### config.mk
export PLATFORM = sky130hd
export DESIGN_NAME = reg_bank_mp_flat
export DESIGN_NICKNAME = d
export VERILOG_FILES = /design/src/rtl/reg_bank_mp_if.sv /design/src/rtl/reg_bank_mp.sv /design/src/flat_wrapper.sv
export SDC_FILE = /design/constraint.sdc
export NUM_CORES = 1
export LEC_CHECK = 0
export CORE_MARGIN = 1.5
export CORE_UTILIZATION = 53
export CTS_BUF_LIST = sky130_fd_sc_hd__clkbuf_16
export CTS_CLUSTER_SIZE = 16
export DETAILED_ROUTE_END_ITERATION = 10
export PLACE_DENSITY = 0.74
export SYNTH_ARGS = -nofsm -noshare
export SYNTH_HDL_FRONTEND = slang
export SYNTH_SLANG_ARGS = --single-unit
### constraint.sdc
create_clock -name clk -period 5.4 [get_ports clk]
set_clock_uncertainty 0.05 [all_clocks]
set_input_delay 0.54 -clock clk [delete_from_list [all_inputs] [get_ports clk]]
set_output_delay 0.54 -clock clk [all_outputs]
set_load 0.05 [all_outputs]
### src/rtl/reg_bank_mp_if.sv
// Bus bundle for reg_bank_mp: one write port, one reserve port, two read ports
// and the scoreboard status outputs.
interface reg_bank_mp_if #(
    parameter int WIDTH = 16,
    parameter int ID_W  = 3
);
    localparam int DEPTH = 2 ** ID_W;

    logic              wrEn;
    logic [ID_W-1:0]   wrId;
    logic [WIDTH-1:0]  wrData;
    logic              rsvEn;
    logic [ID_W-1:0]   rsvId;
    logic              rdEnA;
    logic [ID_W-1:0]   rdIdA;
    logic [WIDTH-1:0]  rdDataA;
    logic              rdRdyA;
    logic              rdEnB;
    logic [ID_W-1:0]   rdIdB;
    logic [WIDTH-1:0]  rdDataB;
    logic              rdRdyB;
    logic [DEPTH-1:0]  pendMask;
    logic              rsvErr;

    modport master (
        output wrEn, wrId, wrData, rsvEn, rsvId,
        output rdEnA, rdIdA, rdEnB, rdIdB,
        input  rdDataA, rdRdyA, rdDataB, rdRdyB, pendMask, rsvErr
    );

    modport slave (
        input  wrEn, wrId, wrData, rsvEn, rsvId,
        input  rdEnA, rdIdA, rdEnB, rdIdB,
        output rdDataA, rdRdyA, rdDataB, rdRdyB, pendMask, rsvErr
    );
endinterface

### src/rtl/reg_bank_mp.sv
// Multi-port register bank with a per-register pending scoreboard.
// One write port, two registered read ports with write-through bypass.
// A read reports ready only if the register is not pending after this edge's
// write and reserve, so a reserve issued alongside a read already shows up.
module reg_bank_mp #(
    parameter int WIDTH   = 16,
    parameter int ID_W    = 3,
    parameter bit ZERO_R0 = 1'b0
) (
    input  logic          clk,
    input  logic          reset,
    reg_bank_mp_if.slave  bus
);
    localparam int DEPTH = 2 ** ID_W;

    logic [WIDTH-1:0] regs [DEPTH];
    logic [DEPTH-1:0] pend;
    logic [DEPTH-1:0] pend_next;
    logic             wr_ok;
    logic             rsv_ok;
    logic             rsv_err_set;
    logic             rsv_err;

    logic [WIDTH-1:0] rd_data_a, rd_data_b;
    logic             rd_rdy_a, rd_rdy_b;
    logic [WIDTH-1:0] rd_data_a_nxt, rd_data_b_nxt;
    logic             rd_rdy_a_nxt, rd_rdy_b_nxt;

    // Qualify strobes (index 0 is inert when hardwired) and build next pending vector.
    always_comb begin
        wr_ok  = bus.wrEn  && !(ZERO_R0 && (bus.wrId  == '0));
        rsv_ok = bus.rsvEn && !(ZERO_R0 && (bus.rsvId == '0));
        pend_next = pend;
        if (wr_ok) begin
            pend_next[bus.wrId] = 1'b0;
        end
        // Reserve wins over a same-index write: it belongs to a newer producer.
        if (rsv_ok) begin
            pend_next[bus.rsvId] = 1'b1;
        end
        rsv_err_set = rsv_ok && pend[bus.rsvId] && !(wr_ok && (bus.wrId == bus.rsvId));
    end

    // Port A read value with write-through bypass.
    always_comb begin
        rd_data_a_nxt = '0;
        rd_rdy_a_nxt  = 1'b1;
        if (!(ZERO_R0 && (bus.rdIdA == '0))) begin
            rd_data_a_nxt = (wr_ok && (bus.wrId == bus.rdIdA)) ? bus.wrData : regs[bus.rdIdA];
            rd_rdy_a_nxt  = ~pend_next[bus.rdIdA];
        end
    end

    // Port B read value with write-through bypass.
    always_comb begin
        rd_data_b_nxt = '0;
        rd_rdy_b_nxt  = 1'b1;
        if (!(ZERO_R0 && (bus.rdIdB == '0))) begin
            rd_data_b_nxt = (wr_ok && (bus.wrId == bus.rdIdB)) ? bus.wrData : regs[bus.rdIdB];
            rd_rdy_b_nxt  = ~pend_next[bus.rdIdB];
        end
    end

    // Register file, scoreboard, read-port registers and sticky reserve error.
    always_ff @(posedge clk or posedge reset) begin
        if (reset) begin
            for (int i = 0; i < DEPTH; i++) begin
                regs[i] <= '0;
            end
            pend      <= '0;
            rsv_err   <= 1'b0;
            rd_data_a <= '0;
            rd_rdy_a  <= 1'b1;
            rd_data_b <= '0;
            rd_rdy_b  <= 1'b1;
        end else begin
            if (wr_ok) begin
                regs[bus.wrId] <= bus.wrData;
            end
            pend <= pend_next;
            if (rsv_err_set) begin
                rsv_err <= 1'b1;
            end
            if (bus.rdEnA) begin
                rd_data_a <= rd_data_a_nxt;
                rd_rdy_a  <= rd_rdy_a_nxt;
            end
            if (bus.rdEnB) begin
                rd_data_b <= rd_data_b_nxt;
                rd_rdy_b  <= rd_rdy_b_nxt;
            end
        end
    end

    assign bus.rdDataA  = rd_data_a;
    assign bus.rdRdyA   = rd_rdy_a;
    assign bus.rdDataB  = rd_data_b;
    assign bus.rdRdyB   = rd_rdy_b;
    assign bus.pendMask = pend;
    assign bus.rsvErr   = rsv_err;
endmodule

### src/flat_wrapper.sv
// flat-port wrapper written by rule: the top's interface ports become plain ports
module reg_bank_mp_flat 
#(
    parameter int WIDTH   = 16,
    parameter int ID_W    = 3,
    parameter bit ZERO_R0 = 1'b0
)
  (clk, reset, bus_wrEn, bus_wrId, bus_wrData, bus_rsvEn, bus_rsvId, bus_rdEnA, bus_rdIdA, bus_rdEnB, bus_rdIdB, bus_rdDataA, bus_rdRdyA, bus_rdDataB, bus_rdRdyB, bus_pendMask, bus_rsvErr);
  reg_bank_mp_if #(.WIDTH(WIDTH), .ID_W(ID_W)) bus_i ();
  input  logic clk;
  input  logic reset;
  input wire logic [$bits(bus_i.wrEn)-1:0] bus_wrEn;
  input wire logic [$bits(bus_i.wrId)-1:0] bus_wrId;
  input wire logic [$bits(bus_i.wrData)-1:0] bus_wrData;
  input wire logic [$bits(bus_i.rsvEn)-1:0] bus_rsvEn;
  input wire logic [$bits(bus_i.rsvId)-1:0] bus_rsvId;
  input wire logic [$bits(bus_i.rdEnA)-1:0] bus_rdEnA;
  input wire logic [$bits(bus_i.rdIdA)-1:0] bus_rdIdA;
  input wire logic [$bits(bus_i.rdEnB)-1:0] bus_rdEnB;
  input wire logic [$bits(bus_i.rdIdB)-1:0] bus_rdIdB;
  output wire logic [$bits(bus_i.rdDataA)-1:0] bus_rdDataA;
  output wire logic [$bits(bus_i.rdRdyA)-1:0] bus_rdRdyA;
  output wire logic [$bits(bus_i.rdDataB)-1:0] bus_rdDataB;
  output wire logic [$bits(bus_i.rdRdyB)-1:0] bus_rdRdyB;
  output wire logic [$bits(bus_i.pendMask)-1:0] bus_pendMask;
  output wire logic [$bits(bus_i.rsvErr)-1:0] bus_rsvErr;
  assign bus_i.wrEn = bus_wrEn;
  assign bus_i.wrId = bus_wrId;
  assign bus_i.wrData = bus_wrData;
  assign bus_i.rsvEn = bus_rsvEn;
  assign bus_i.rsvId = bus_rsvId;
  assign bus_i.rdEnA = bus_rdEnA;
  assign bus_i.rdIdA = bus_rdIdA;
  assign bus_i.rdEnB = bus_rdEnB;
  assign bus_i.rdIdB = bus_rdIdB;
  assign bus_rdDataA = bus_i.rdDataA;
  assign bus_rdRdyA = bus_i.rdRdyA;
  assign bus_rdDataB = bus_i.rdDataB;
  assign bus_rdRdyB = bus_i.rdRdyB;
  assign bus_pendMask = bus_i.pendMask;
  assign bus_rsvErr = bus_i.rsvErr;
  reg_bank_mp #(.WIDTH(WIDTH), .ID_W(ID_W), .ZERO_R0(ZERO_R0)) u_core (.clk(clk), .reset(reset), .bus(bus_i));
endmodule
# ---- After elaboration in Yosys (flattened, before gate mapping)
# Cells that the tools add are included.
# Widths: inputs -> output; s select.
dict set report totals {
  ff_bits 171
  elab_cells 67
  in_bits 34
  output_inout_bits 43
}
dict set report classes {
  order_cmp 10
  n_mux 23
  n_reduce_logical 9
  bitwise_logic 8
  eq_ne 3
}
# op count
set op_table {}
lappend op_table {{$bwmux 128} 1}
lappend op_table {{$mux 16} 7}
lappend op_table {{$bmux 16 s3} 2}
lappend op_table {{$demux 16 s3} 1}
lappend op_table {{$lt 3x4->1 const B} 4}
lappend op_table {{$mux 8} 2}
lappend op_table {{$ge 4x4->1 const B} 3}
lappend op_table {{$not 3->4} 3}
lappend op_table {{$bmux 1 s3} 3}
lappend op_table {{$eq 3x3->1} 3}
lappend op_table {{$and 8x8->8} 1}
lappend op_table {{$logic_and 1x1->1} 8}
lappend op_table {{$not 8->8} 1}
lappend op_table {{$or 8x8->8} 1}
lappend op_table {{$demux 1 s3} 2}
lappend op_table {{$ge 3x1->1 const B} 2}
lappend op_table {{$mux 1} 5}
lappend op_table {{$lt 4x1->1 const B} 1}
lappend op_table {{$not 1->1} 2}
lappend op_table {{$logic_not 1->1} 1}

# ---- Depth between registers and ports, before layout
# Gate-level depths: netlist (run 1).
dict set report depth {
  word_depth 12
  ltp_mapped 7
  depth_no_buf 5
}

# ---- Worst setup path before layout (run 1)
# No wires, ideal clock.
dict set report synth_timing {
  path_type {input-to-reg}
  start {input port bus_rdIdA[0]}
  end {register u_core.rd_data_a[1] (netlist: u_core.bus.rdDataA[1])}
  arrival_ns 1.823
  path_slack_ns 3.394
  stages 7
  path_cell_list {buf_4 buf_4 mux4_2 mux2i_1 nand2_1 o211ai_1 o21ai_0}
}
dict set report synth_between {
  elab_chain_cells 5
  elab_cells_between_ends 7
  cone_classes {eq/ne (1); mux (4); bitwise (1); reduce/logical (1)}
}
# item line_no
set synth_rtl {}
lappend synth_rtl {{start, declared} flat_wrapper.sv:18} ;# input wire logic [$bits(bus_i.rdIdA)-1:0] bus_rdIdA;
lappend synth_rtl {{$not 3->4 (implied by the code)} reg_bank_mp.sv:49} ;# rd_data_a_nxt = (wr_ok && (bus.wrId == bus.rdIdA)) ? bus.wrData : regs[bus.rdIdA];
lappend synth_rtl {{$bmux 16 s3} reg_bank_mp.sv:49}
lappend synth_rtl {{$mux 16 (implied by the code) (2 in a row)} reg_bank_mp.sv:49}
lappend synth_rtl {{$mux 16 *} reg_bank_mp.sv:49}
lappend synth_rtl {{end signal, assigned} reg_bank_mp.sv:85} ;# rd_data_a <= rd_data_a_nxt;
lappend synth_rtl {{end, declared} reg_bank_mp.sv:24} ;# logic [WIDTH-1:0] rd_data_a, rd_data_b;
# Mark *: on every way between the ends. The rest lies on a longest branch, timed or not. The select of a mux whose other input is x is not followed.
# A chain may end at the register's enable or synchronous reset.

# ---- Final worst setup path (run 1)
dict set report layout_timing {
  start {input port bus_wrId[2]}
  end {register u_core.rd_rdy_b (netlist: u_core.bus.rdRdyB)}
}
dict set report layout_between {
  elab_chain_cells 12
  elab_cells_between_ends 13
  cone_classes {order compare (2); mux (6); bitwise (4); reduce/logical (1)}
}
# item line_no
set layout_rtl {}
lappend layout_rtl {{start, declared} flat_wrapper.sv:13} ;# input wire logic [$bits(bus_i.wrId)-1:0] bus_wrId;
lappend layout_rtl {{$lt 3x4->1 (implied by the code) or $ge 3x1->1 (tied branches)} reg_bank_mp.sv:35} ;# pend_next[bus.wrId] = 1'b0;
lappend layout_rtl {{$logic_and 1x1->1 (implied by the code)} reg_bank_mp.sv:35}
lappend layout_rtl {{$mux 1 (implied by the code)} reg_bank_mp.sv:35}
lappend layout_rtl {{$demux 1 s3 *} -}
lappend layout_rtl {{$not 8->8 (no line) *} -}
lappend layout_rtl {{$and 8x8->8 (no line) *} -}
lappend layout_rtl {{$mux 8 *} reg_bank_mp.sv:34} ;# if (wr_ok) begin
lappend layout_rtl {{$or 8x8->8 (no line)} -}
lappend layout_rtl {{$mux 8 *} reg_bank_mp.sv:38} ;# if (rsv_ok) begin
lappend layout_rtl {{$bmux 1 s3 *} reg_bank_mp.sv:60} ;# rd_rdy_b_nxt = ~pend_next[bus.rdIdB];
lappend layout_rtl {{$mux 1 (implied by the code) *} reg_bank_mp.sv:60}
lappend layout_rtl {{$not 1->1 *} reg_bank_mp.sv:60}
lappend layout_rtl {{end signal, assigned} reg_bank_mp.sv:90} ;# rd_rdy_b <= rd_rdy_b_nxt;
lappend layout_rtl {{end, declared} reg_bank_mp.sv:25} ;# logic rd_rdy_a, rd_rdy_b;
# Marks and branches as above.

==> flow_summary.ini, run 1 <==
[layout]
diodes = 0
final-instance-count-excl-fill = 986
postLayoutCoreUtil_pct = 62.7
drive_gt1_share_pct = 32.4
area_delta_synth_final_pct = 14.5
final_nets = 788
nFillCells = 1251

[grt]
gr-usage-all-layers_pct = 26.9
antenna_found_initial = 0
grt.overflow.total = 0
grt_pass1_wl_mm = 37.1
grt_max_degree = 72
grt_pass1_vias = 6749

[timing]
period_share_pct = 54.5
drv_slew = 0
relSlewSlack_pct = 28.1
fmax_mhz = 340
worst_slew_pin_slew_ns = 1.08
rsz0062_at_grt = no
worst_slack_ns = 2.46
holdWs_ns = 0.436
hold_viol = 0
fin_setup_tns_ns = 0
finalSetupViolations = 0
period_needed_ns = 2.94

[critical_path]
r2r_cells = 3
cpPeakStageDelay_ns = 1.01
critPathLaunchType = input port
r2r-end = u_core.bus.rsvErr
crit_arrival_ns = 3.26
critical_path_class = input port to flip-flop
r2r_slack_ns = 3.83
path_cells = clkdlybuf4s50_1 -> nand4bb_1 -> a211oi_1 -> o21ai_0 -> o2111ai_1 -> o221a_1
end_kind = flip-flop
crit_slowest_cell = nand4bb_1
crit_fanout = 18
critPathRequiredTime_ns = 5.72
startpoint = bus_wrId[2]
worstReg2RegStart = u_core.bus.pendMask[5]

[run_status]
outcome = completed

[drt]
route.detailed.drc = 0
routed_wl_mm = 22.4
detail_route.wl_per_cell_microns = 22.7
via_count = 6220
avgViaCountPerCell = 6.31
ant_nets = 0
drtPass1Iterations = 5
first_iter_violations = 449

[placement]
gp_congestion = 0.859
port_buffers = 76
pre_cts_ws_ns = 2.05
place_inst = 955
dpl.hpwl_mm = 13.3

[clocking]
cts_tree = built
clk_pin_slew_ns = 0.06
cts_root_buf = clkbuf_16
holdBufCountCts = 0
clockBufferDepth = 2
cts_resized = 0
htree_levels = 4
clk_latency_ns = 0.43
post_cts_buffers = 0
numClockSinks = 171
cts_buffers = 17

[flow_run]
max_cap_violations = 0

[die]
io_pins = 77
dieArea_sq_um = 18000
row_count = 47
core-area_sq_um = 16700
start_util_pct = 54.7
die_h_microns = 134
chipWidth_microns = 134

[yosys]
yosysMostFrequentCell = dfrtp_1
synth_largest_area_cell = dfrtp_1
syn_inst = 714
yosys.cell_types.count = 40
netlist_top_cells_area = dfrtp_1 46%, mux4_2 16%, mux2_2 14%
synth-seq-cells = 171
synth_top_area_share_pct = 46.3
async_reset_ff_share_pct = 100
ys_top_cells_by_count = 169 x dfrtp_1, 114 x mux2_2, 97 x nand2_1
seq_area_frac_synth_pct = 46.9
synth-edff-count = 0
syn-mean-instance-area_sq_um = 12.8
syn-num-nets = 748
synth_area_sq_um = 9140
yosysWarnings = 0
ys.flop_type = dfrtp_1

[pwr]
clockPowerShare_pct = 27.9
ir_drop_uv = 267
p_comb_share_pct = 29.0
p_int_mw = 2.81
switchingPower_mw = 1.29
powerDensity_nw_per_um2 = 392
seq_power_share_pct = 43.1
swShare_pct = 31.5
power_leakage_nw = 4.44

[hold_path]
whs_path_depth = 1
hp-class = flip-flop to flip-flop
hp-start = u_core.bus.rsvErr
hold-path-endpoint = u_core.bus.rsvErr
-- layout by cell type (no fill, tap or decap), drive strengths merged, types with 5 or more instances in the layout --
cell,netlist,final
a31o,17,17
buf,38,17
clkbuf,32,17
clkdlybuf4s50,0,74
clkinv,1,8
dfrtp,169,169
inv,40,43
mux2,114,114
mux2i,19,19
mux4,66,66
nand2,97,97
nand4,5,5
o211ai,16,16
o21ai,50,50
xnor2,9,9
-- registers in the layout (all words and copies together), names as in the netlist --
signal,flops
u_core.bus.rdRdyA,1
u_core.bus.rsvErr,1
u_core.regs,128
u_core.bus.rdDataA,16
u_core.bus.rdRdyB,1
u_core.bus.pendMask,8
u_core.bus.rdDataB,16
-- worst max-delay path: cells and delay by family --
kind	cells	cell delay [ns]
compound gates	4	0.98
simple gates	1	1.01
buf+inv	1	0.72
-- worst max path at each step --
stage | endpoint | slack, ns | cells past startpoint
floorplan | u_core.bus.pendMask[0] | 0.18 | 1
global placement | u_core.bus.rdRdyB | 2.12 | 6
detailed placement | u_core.bus.rdRdyB | 2.05 | 6
CTS | u_core.bus.rdRdyB | 2.49 | 6
global route | u_core.bus.rdRdyB | 2.27 | 6
finish | u_core.bus.rdRdyB | 2.46 | 6
-- power groups by stage --
stage               Combinational, mW  Sequential [mW]  Clock, mW
floorplan                       0.654             1.96          0
global placement                 1.15             1.75          0
detailed placement               1.19             1.78          0
CTS                              1.19             1.76       1.16
global route                     1.27             1.80       1.22
finish                           1.19             1.77       1.15
-- stage by stage --
| stage | area, sq um | power, mW |
|---|---|---|
| 3_3_place_gp | 9920 | 2.90 |
| 5_1_grt | 10500 | 4.29 |
| 6_report | 10500 | 4.10 |
| 4_1_cts | 10500 | 4.11 |
| 3_5_place_dp | 9920 | 2.97 |
| 2_1_floorplan | 9140 | 2.62 |
-- layout make-up --
cell class / instances / area, sq um / area share (%)
Clock buffer: 17 / 425 / 4.07
Clock inverter: 14 / 115 / 1.10
Inverter: 41 / 159 / 1.52
Multi-Input combinational cell: 432 / 4340 / 41.5
Sequential cell: 171 / 4280 / 40.9
Tap cell: 220 / 275 / 2.63
Timing Repair Buffer: 91 / 863 / 8.25
-- logic make-up after synthesis --
family | after synthesis | synth area share, %
xor+xnor | 9 | 0.863
simple gates | 124 | 6.80
buf+inv | 111 | 5.68
compound gates | 100 | 7.41
mux | 199 | 32.4
flops | 171 | 46.9
-- per-layer routing --
metal / vias up / track usage [%] / part of all wire, % / wire (microns)
met3: 57 / 4.12 / 4.7 / 1060
met5: - / 0 / 0 / 0
met1: 3240 / 35.0 / 42 / 9510
met4: 0 / 11.5 / 2.8 / 634
li1: 2686 / - / - / -
met2: 237 / 45.2 / 50 / 11200
Note: power is estimated with default switching activity, not from simulation.
==> inputs of run 2 (changes only) <==
clock period = 2.7 ns   (was 5.4 ns; I/O delays follow)
==> run 2 against run 1 <==
Global-route usage is essentially flat. Combinational power grew 100%. Critical path depth shrank 5. Hold slack lost 0.16 ns. Clock power grew 110%. Core utilization grew 1.4 points. Design area grew 2.2%. Wire length grew 2.4%. Sequential share of layout area shrank 0.90 points. Critical endpoint is now bus_rdRdyA. Largest cell class unchanged. Highest routed layer unchanged.
==> flow_summary.ini, run 2 (synthesis gave the netlist of run 1 again) <==
[run_status]
outcome = completed

[critical_path]
r2r_slack_ns = 1.14
crit_slowest_cell = clkdlybuf4s50_1
critPathLaunchType = flip-flop
r2r-end = u_core.bus.rsvErr
worstReg2RegStart = u_core.bus.pendMask[7]
crit_fanout = 2
end_kind = output port
path_cells = clkdlybuf4s50_1
critPathRequiredTime_ns = 2.38
r2r_cells = 3
critical_path_class = flip-flop to output port
cp_top_family = buffers and inverters
cpPeakStageDelay_ns = 0.79
crit_arrival_ns = 1.76
worstPathBufferInverterCount = 1

[timing]
rsz0062_at_grt = no
period_share_pct = 77.1
period_needed_ns = 2.08
finalSetupViolations = 0
worst_slew_pin_slew_ns = 0.610
relSlewSlack_pct = 59.2
fmax_mhz = 480
hold_viol = 0
drv_slew = 0
fin_setup_tns_ns = 0

[die]
chipWidth_microns = 134
core-area_sq_um = 16700
dieArea_sq_um = 18000
start_util_pct = 54.7
io_pins = 77
die_h_microns = 134
row_count = 47

[layout]
final_nets = 802
diodes = 0
area_delta_synth_final_pct = 17.1
regArea_sq_um = 4280
largest_reg_flops = 128
layout_common_cells = 169 x dfrtp_1, 114 x mux2_2, 97 x nand2_1
final-instance-count-excl-fill = 1001
final_common_cell = dfrtp_1
drive_gt1_share_pct = 33.8
multiInputGateArea_sq_um = 4340
nFillCells = 1283
top_register = u_core.regs

[grt]
grt_pass1_vias = 6652
grt_max_degree = 104
antenna_found_initial = 0
grt_pass1_wl_mm = 36.9
gr-usage-all-layers_pct = 26.9
grt.overflow.total = 0

[drt]
via_count = 6354
ant_nets = 0
drtPass1Iterations = 5
first_iter_violations = 516
routed_wl_mm = 23.0
routed-wl-met3_mm = 1.39
detail_route.wl_per_cell_microns = 22.9
route.detailed.drc = 0
wl_met1_mm = 9.21
top_layer_used = met4
wl_met2_mm = 11.7
avgViaCountPerCell = 6.35

[clocking]
cts_resized = 0
clockBufferDepth = 2
holdBufCountCts = 0
cts_root_buf = clkbuf_16
htree_levels = 4
clk_pin_slew_ns = 0.06
numClockSinks = 171
cts_tree = built
post_cts_buffers = 0
clk_latency_ns = 0.43
cts_buffers = 17

[pwr]
power_leakage_nw = 4.54
powerDensity_nw_per_um2 = 784
ir_drop_uv = 544

[hold_path]
hp-class = input port to async pin

[flow_run]
max_cap_violations = 0

[placement]
gp_congestion = 0.814
place_inst = 969
port_buffers = 76
dpl.hpwl_mm = 14.2
## run 2: cell count changes in the layout (fill, tap and decap cells not counted)
| cell | delta |
|---|---|
| clkinvlp_4 | +2 |
| inv_8 | +1 |
| clkinv_2 | -2 |
| clkinv_1 | -1 |
| buf_4 | +7 |
| buf_12 | +7 |
| clkinv_4 | +1 |
| bufinv_16 | +1 |
| inv_6 | -1 |
## run 2: area by class of cell
type                    instances  area share, %
multi-input cells             432           40.6
flip-flops and latches        171           40.0
repair buffers                105           9.87
clock buffers                  17           3.98
well taps                     220           2.57
clock inverters                15           1.49
inverters                      41           1.47
## run 2: how the worst max path moves through the flow
stage | startpoint | end | slack, ns | depth (start not counted)
global route | u_core.bus.rdRdyA | bus_rdRdyA | 0.59 | 1
floorplan | reset | u_core.bus.pendMask[0] | 0.20 | 1
finish | u_core.bus.rdRdyA | bus_rdRdyA | 0.62 | 1
CTS | u_core.bus.rdRdyA | bus_rdRdyA | 0.61 | 1
global placement | bus_wrId[1] | u_core.bus.rdDataA[5] | 0.37 | 6
detailed placement | bus_wrId[1] | u_core.regs[117] | 0.34 | 4
## run 2: per-stage QoR
| step | utilization, % | hold slack, ns | power [mW] | instance area [sq um] | worst slack [ns] |
|---|---|---|---|---|---|
| floorplan | - | 0.372 | 5.23 | 9140 | 0.199 |
| global placement | 60.6 | 0.404 | 5.83 | 10100 | 0.370 |
| detailed placement | 60.6 | 0.434 | 5.96 | 10100 | 0.339 |
| CTS | 64.1 | 0.307 | 8.41 | 10700 | 0.609 |
| global route | 64.1 | 0.320 | 8.75 | 10700 | 0.585 |
| finish | 64.1 | 0.279 | 8.39 | 10700 | 0.618 |
## run 2: metal layers
layer  global-route usage [%]  vias up
met5                        0        -
met4                     12.1        0
met3                     4.04       61
met2                     45.5      277
met1                     34.5     3314
li1                         -     2702
## run 2: worst min-delay path, cell delays in order
cell and delay (ns):
clkdlybuf4s50_1 0.44, clkinvlp_4 0.13, buf_12 0.32
## run 2: report_power, final
| group | switching, mW | internal (mW) |
|---|---|---|
| Combinational | 1.22 | 1.19 |
| Sequential | 0.405 | 3.12 |
| Clock | 1.01 | 1.44 |
